**src/rtl/digit_field_scanner.sv**
```systemverilog
// digit_field_scanner
// Walks a VGA line pixel by pixel and reports, for every consumed pixel,
// whether it lies in a digit slot or the decimal-point gap of the speed or
// heading field. For digit pixels it also gives the slot number, the glyph
// column and the BCD digit for that slot. Digits come from shadow registers
// that are loaded on frame_start, so a frame never shows a half-updated value.
// All outputs are registered: after the edge that consumes column N they
// describe column N, and they hold while pix_en is low.
// Optional feature: define DIGIT_FIELD_BLANK_LEADING_ZERO_EN to flag leading
// zeros in slots 0..1 on digit_blank. Without it digit_blank is tied to 0.
module digit_field_scanner #(
  parameter int SPD_X0  = 128,
  parameter int HDG_X0  = 384,
  parameter int GLYPH_W = 24,
  parameter int GAP_W   = 8
) (
  input  logic        clk,
  input  logic        rst,
  input  logic        pix_en,
  input  logic        line_start,
  input  logic        frame_start,
  input  logic [19:0] speed_bcd,
  input  logic [19:0] heading_bcd,
  output logic        in_digit,
  output logic        in_gap,
  output logic        field,
  output logic [2:0]  slot,
  output logic [4:0]  glyph_col,
  output logic [3:0]  digit_code,
  output logic        digit_blank
);

  localparam logic [10:0] SPD_X0_C  = 11'(SPD_X0);
  localparam logic [10:0] HDG_X0_C  = 11'(HDG_X0);
  localparam logic [10:0] COL_MAX   = 11'h7FF;
  localparam logic [4:0]  GC_LAST   = 5'(GLYPH_W - 1);
  localparam logic [7:0]  GAP_LAST  = 8'(GAP_W - 1);

  typedef enum logic [1:0] {
    ST_OUTSIDE = 2'd0,
    ST_DIGIT   = 2'd1,
    ST_GAP     = 2'd2
  } state_t;

  state_t      state_q, state_d;
  logic [10:0] col_q, col_d;
  logic        field_q, field_d;
  logic [2:0]  slot_q, slot_d;
  logic [4:0]  gc_q, gc_d;
  logic [7:0]  gap_q, gap_d;
  logic [19:0] spd_sh_q, spd_sh_d;
  logic [19:0] hdg_sh_q, hdg_sh_d;
  logic [3:0]  code_q, code_d;
  logic        blank_d;

  // Selected shadow word and the column the consumed pixel lands on.
  logic [19:0] sel_bcd;
  logic [10:0] col_adv;
  logic        go_outside;

  // Picks the digit nibble for a slot; slot 0 is the leftmost nibble.
  function automatic logic [3:0] pick_digit(input logic [19:0] v, input logic [2:0] s);
    logic [3:0] r;
    case (s)
      3'd0:    r = v[19:16];
      3'd1:    r = v[15:12];
      3'd2:    r = v[11:8];
      3'd3:    r = v[7:4];
      3'd4:    r = v[3:0];
      default: r = 4'd0;
    endcase
    return r;
  endfunction

  // Shadow registers snapshot the inputs on frame_start only.
  always_comb begin
    spd_sh_d = spd_sh_q;
    hdg_sh_d = hdg_sh_q;
    if (frame_start) begin
      spd_sh_d = speed_bcd;
      hdg_sh_d = heading_bcd;
    end
  end

  // Column counter, field walker and registered output decode.
  always_comb begin
    state_d    = state_q;
    col_d      = col_q;
    field_d    = field_q;
    slot_d     = slot_q;
    gc_d       = gc_q;
    gap_d      = gap_q;
    code_d     = code_q;
    blank_d    = 1'b0;
    col_adv    = col_q;
    go_outside = 1'b0;
    sel_bcd    = spd_sh_q;

    if (pix_en) begin
      if (line_start) begin
        col_adv = 11'd0;
      end else if (col_q == COL_MAX) begin
        col_adv = col_q;
      end else begin
        col_adv = col_q + 11'd1;
      end
      col_d = col_adv;

      case (state_q)
        ST_DIGIT: begin
          if (line_start) begin
            go_outside = 1'b1;
          end else if (gc_q == GC_LAST) begin
            gc_d = 5'd0;
            if (slot_q == 3'd2) begin
              state_d = ST_GAP;
              slot_d  = 3'd0;
              gap_d   = 8'd0;
            end else if (slot_q == 3'd4) begin
              go_outside = 1'b1;
            end else begin
              slot_d = slot_q + 3'd1;
            end
          end else begin
            gc_d = gc_q + 5'd1;
          end
        end
        ST_GAP: begin
          if (line_start) begin
            go_outside = 1'b1;
          end else if (gap_q == GAP_LAST) begin
            state_d = ST_DIGIT;
            slot_d  = 3'd3;
            gc_d    = 5'd0;
            gap_d   = 8'd0;
          end else begin
            gap_d = gap_q + 8'd1;
          end
        end
        default: go_outside = 1'b1;
      endcase

      // Leaving a field (or idling outside) re-checks the field entry points
      // so back-to-back fields would still be picked up.
      if (go_outside) begin
        state_d = ST_OUTSIDE;
        field_d = 1'b0;
        slot_d  = 3'd0;
        gc_d    = 5'd0;
        gap_d   = 8'd0;
        if (col_adv == SPD_X0_C) begin
          state_d = ST_DIGIT;
        end else if (col_adv == HDG_X0_C) begin
          state_d = ST_DIGIT;
          field_d = 1'b1;
        end
      end

      // Digit code uses the pre-edge shadow so a simultaneous frame_start
      // only affects the following pixel.
      sel_bcd = field_d ? hdg_sh_q : spd_sh_q;
      if (state_d == ST_DIGIT) begin
        code_d = pick_digit(sel_bcd, slot_d);
      end else begin
        code_d = 4'd0;
      end
`ifdef DIGIT_FIELD_BLANK_LEADING_ZERO_EN
      blank_d = (state_d == ST_DIGIT) &&
                (((slot_d == 3'd0) && (sel_bcd[19:16] == 4'd0)) ||
                 ((slot_d == 3'd1) && (sel_bcd[19:12] == 8'd0)));
`else
      blank_d = 1'b0;
`endif
    end
  end

`ifdef DIGIT_FIELD_BLANK_LEADING_ZERO_EN
  logic blank_q;

  // Leading-zero flag, held with the rest of the outputs.
  always_ff @(posedge clk) begin
    if (rst) begin
      blank_q <= 1'b0;
    end else if (pix_en) begin
      blank_q <= blank_d;
    end
  end

  assign digit_blank = blank_q;
`else
  assign digit_blank = 1'b0;
`endif

  // State, counters and shadow registers; reset parks the column saturated.
  always_ff @(posedge clk) begin
    if (rst) begin
      state_q  <= ST_OUTSIDE;
      col_q    <= COL_MAX;
      field_q  <= 1'b0;
      slot_q   <= 3'd0;
      gc_q     <= 5'd0;
      gap_q    <= 8'd0;
      spd_sh_q <= 20'd0;
      hdg_sh_q <= 20'd0;
      code_q   <= 4'd0;
    end else begin
      state_q  <= state_d;
      col_q    <= col_d;
      field_q  <= field_d;
      slot_q   <= slot_d;
      gc_q     <= gc_d;
      gap_q    <= gap_d;
      spd_sh_q <= spd_sh_d;
      hdg_sh_q <= hdg_sh_d;
      code_q   <= code_d;
    end
  end

  assign in_digit   = (state_q == ST_DIGIT);
  assign in_gap     = (state_q == ST_GAP);
  assign field      = field_q;
  assign slot       = slot_q;
  assign glyph_col  = gc_q;
  assign digit_code = code_q;

endmodule
```
**config.mk**
```make
export PLATFORM = sky130hd
export DESIGN_NAME = digit_field_scanner
export DESIGN_NICKNAME = d
export VERILOG_FILES = /design/src/rtl/digit_field_scanner.sv
export SDC_FILE = /design/constraint.sdc
export NUM_CORES = 1
export LEC_CHECK = 0
export BUFFER_PORTS_ARGS = -buffer_cell sky130_fd_sc_hd__buf_2
export CAP_MARGIN = 20
export CORE_ASPECT_RATIO = 1.25
export CORE_MARGIN = 1
export CORE_UTILIZATION = 30
export DETAILED_ROUTE_END_ITERATION = 10
export MAX_ROUTING_LAYER = met4
export SYNTH_ARGS = -nofsm -noshare
export SYNTH_HDL_FRONTEND = slang
export SYNTH_SLANG_ARGS = --single-unit
```
**constraint.sdc**
```tcl
create_clock -name clk -period 3.5 [get_ports clk]
set_clock_uncertainty 0.2 [all_clocks]
set_input_delay 0.7 -clock clk [delete_from_list [all_inputs] [get_ports clk]]
set_output_delay 0.7 -clock clk [all_outputs]
set_load 0.05 [all_outputs]
```
==> qor.yml <==
status: "completed"
numCtsBuffers: 9
ioPinCount: 61
die_w_um: 103.9
crit_end: "digit_code[2]"
setup_viol: 0
rrSetupSlack_ns: 0.17
cts_tree: "yes"
arrival_ns: 3.39
worst_slack_ns: 0.1663
port_buffers: 59
core_area_mm2: 0.01266
whs_ns: 0.2849
startpoint_type: "flop"
max_freq_mhz: 300.0
leakagePower_nw: 2.040
drc: 0
drt_iter0_drc: 197
place_ws_ns: -0.08770
placement_rows: 46
setup_tns_ns: 0
netlist-cell-type-count: 62
power_per_cell_area_mw_per_mm2: 442.2
startpoint: "gap_q[0]"
die_area_mm2: 0.01345
regArea_mm2: 0.001481
wire_per_inst_um: 15.12
required_ns: 3.55
holdBufCountCts: 0
layout-drive-gt1-share: 0.2086
critical_path_class: "flop to flop"
grt_setup_unrepaired: "no"
fillCellCount: 1316
fin_crit_ns: 3.334
dr.pass1.iters: 5
postSynthNetCount: 500
start_util: 0.3078
numPlacedInstances: 663
grt_pass1_vias: 3377
synth_ff_type: "dfxtp_1"
postPlaceCellArea_mm2: 0.004400
clk_latency_ns: 0.34
htreeDepth: 3
hold_viol_final: 0
synth_edf_count: 0
timing.slew.headroom: 0.4846
synth-async-reset-ratio: 0
endpoint_kind: "flop"
hold_depth: 2
ir_drop_mv: 0.2164
nNetsFinal: 561
clockRootBuffer: "clkbuf_16"
r2r_end: "digit_code[2]"
hp-class: "flop to flop"
grt_pass1_wl_um: 16840
fin_cells: 681
post-dp-hpwl_um: 7621
multi_input_area_mm2: 0.002293
syn_area_per_cell_um2: 8.719
final_area_mm2: 0.004725
synth.yosys.seq_area_share: 0.3801
yosys_warnings: 0
antenna_found_initial: 0
antenna_left: 0
synthesis.area_mm2: 0.003897
grt_start_max_net_pins: 41
slew_violations: 0
fp.dieH_um: 129.4
overflow: 0
num_antenna_cells: 0
areaGrowthSynthToFinish_pct: 21.22
vias: 3516
synthCells: 447
routed_via_density: 5.163
grt_usage: 0.1630
tightest_slew_ns: 0.7679
place_congestion: 0.9014
clockBufferDepth: 2
clkSlewWorstSetupHoldPaths_ns: 0.06
clock_sinks: 74
r2r-start: "gap_q[0]"
period_share: 0.9525
synth_seq_cells: 74
drv_cap: 0
critPathMaxFanout: 8
r2r_cells: 9
wl_um: 10290
==> Yosys cell counts, drive strengths merged (2+ instances only) <==
| master | instances | share of area |
|---|---|---|
| clkbuf | 13 | 0.013 |
| a31oi | 5 | 0.0080 |
| a21boi | 4 | 0.0077 |
| o311a | 2 | 0.0051 |
| a221o | 3 | 0.0077 |
| a221oi | 4 | 0.015 |
| o2111a | 4 | 0.012 |
| and3 | 4 | 0.0064 |
| a21o | 2 | 0.0039 |
| or2 | 2 | 0.0032 |
| nand2b | 7 | 0.013 |
| nor3 | 7 | 0.0090 |
| xnor2 | 3 | 0.0067 |
| nand4b | 2 | 0.0045 |
| nor4 | 5 | 0.0080 |
| buf | 10 | 0.013 |
| nand2 | 28 | 0.027 |
| a21oi | 27 | 0.035 |
| ha | 8 | 0.026 |
| a2bb2oi | 4 | 0.0090 |
| nand3 | 12 | 0.017 |
| nand4 | 5 | 0.012 |
| or4 | 2 | 0.0048 |
| o31ai | 3 | 0.0058 |
| or3 | 3 | 0.0048 |
| o21a | 6 | 0.012 |
| xor2 | 5 | 0.011 |
| a311oi | 2 | 0.0090 |
| nor4b | 2 | 0.0099 |
| nor2 | 79 | 0.077 |
| a222oi | 4 | 0.010 |
| mux2i | 51 | 0.13 |
| o21ai | 24 | 0.032 |
| nor2b | 2 | 0.0032 |
| and2 | 2 | 0.0032 |
| dfxtp | 74 | 0.38 |
| inv | 12 | 0.012 |
==> sequential cells by signal, indices dropped and copies added (netlist names) <==
signal / cells
state_q: 2
hdg_sh_q: 20
glyph_col: 5
col_q: 11
digit_code: 4
field: 1
gap_q: 8
slot: 3
spd_sh_q: 20
==> worst max-delay path, stage by stage (launching register included) <==
cell and delay (ns):
dfxtp_1 0.40, ha_1 0.24, or4b_4 0.50, or3_1 0.39
nand2b_4 0.17, a311oi_4 0.39, nand3_1 0.36, a2bb2oi_1 0.27
o2111a_1 0.15, a221oi_2 0.17
==> layout by cell type (no fill, tap or decap), types with 4 or more instances in the layout <==
cell and instances:
buf_4 14, nand2_1 28, o2111a_1 4, nand2b_1 6, nor4_1 4, nor3_1 7
ha_1 8, dfxtp_1 74, inv_1 12, clkbuf_16 9, o21a_1 6, nor2_1 78
xor2_1 5, and3_1 4, a31oi_1 5, a21oi_1 27, a221oi_2 4, nand4_1 4
a2bb2oi_1 4, buf_2 59, o21ai_0 22, mux2i_1 51, nand3_1 11, a21boi_0 4
a222oi_1 4
==> per-stage QoR <==
| stage | power (mW) | utilization |
|---|---|---|
| 3_3_place_gp | 1.180 | 0.3475 |
| 3_5_place_dp | 1.186 | 0.3475 |
| 5_1_grt | 2.180 | 0.3731 |
| 6_report | 2.089 | 0.3731 |
| 2_1_floorplan | 1.104 | - |
| 4_1_cts | 2.113 | 0.3712 |
==> layer usage <==
layer | wire length (µm) | global-route usage | part of all wire
met1 | 4611 | 0.1860 | 0.45
met2 | 5037 | 0.2773 | 0.49
met3 | 368 | 0.02616 | 0.036
met4 | 276 | 0.08403 | 0.027
met5 | 0 | - | 0
==> how the worst min path moves through the flow <==
stage                  from  slack, ns           end
6_report       glyph_col[1]       0.28  glyph_col[1]
5_1_grt        glyph_col[1]       0.32  glyph_col[1]
4_1_cts        glyph_col[1]       0.29  glyph_col[1]
3_5_place_dp   glyph_col[1]       0.28  glyph_col[1]
3_3_place_gp   glyph_col[1]       0.28  glyph_col[1]
2_1_floorplan   hdg_sh_q[0]       0.25   hdg_sh_q[0]
==> area by class of cell <==
cell class,count,area share
clock buffers,10,0.04846
clock inverters,6,0.01377
inverters,12,0.009534
multi-input cells,338,0.4854
flip-flops and latches,74,0.3136
well taps,168,0.04449
repair buffers,73,0.08475
==> power by group <==
part | total (mW) | leakage (nW) | switching (mW) | internal (mW)
Sequential | 0.919 | 0.608 | 0.0350 | 0.884
Combinational | 0.249 | 1.29 | 0.146 | 0.103
Clock | 0.921 | 0.143 | 0.368 | 0.553
Total | 2.09 | 2.04 | 0.549 | 1.54
==> kinds of logic (layout without fill, tap and decap cells) <==
kind of cell,count (synthesis),in the layout,share of synthesized area
and+or+nand+nor,166,166,0.2128
xor gates and xnor gates,8,8,0.01798
muxes,51,51,0.1310
adders and majority gates,8,8,0.02568
other,1,1,0.0009622
buffers and inverters,35,101,0.03660
AOI/OAI and AO/OA,104,104,0.1949
DFF,74,74,0.3801
==> timing repair <==
item	in CTS	in global routing
setup buffers	0	2
endpoints found under the setup margin	4	4
cloned	0	0
pin swaps	0	0
gates resized for setup	1	2
Note: power is estimated with default switching activity, not from simulation.
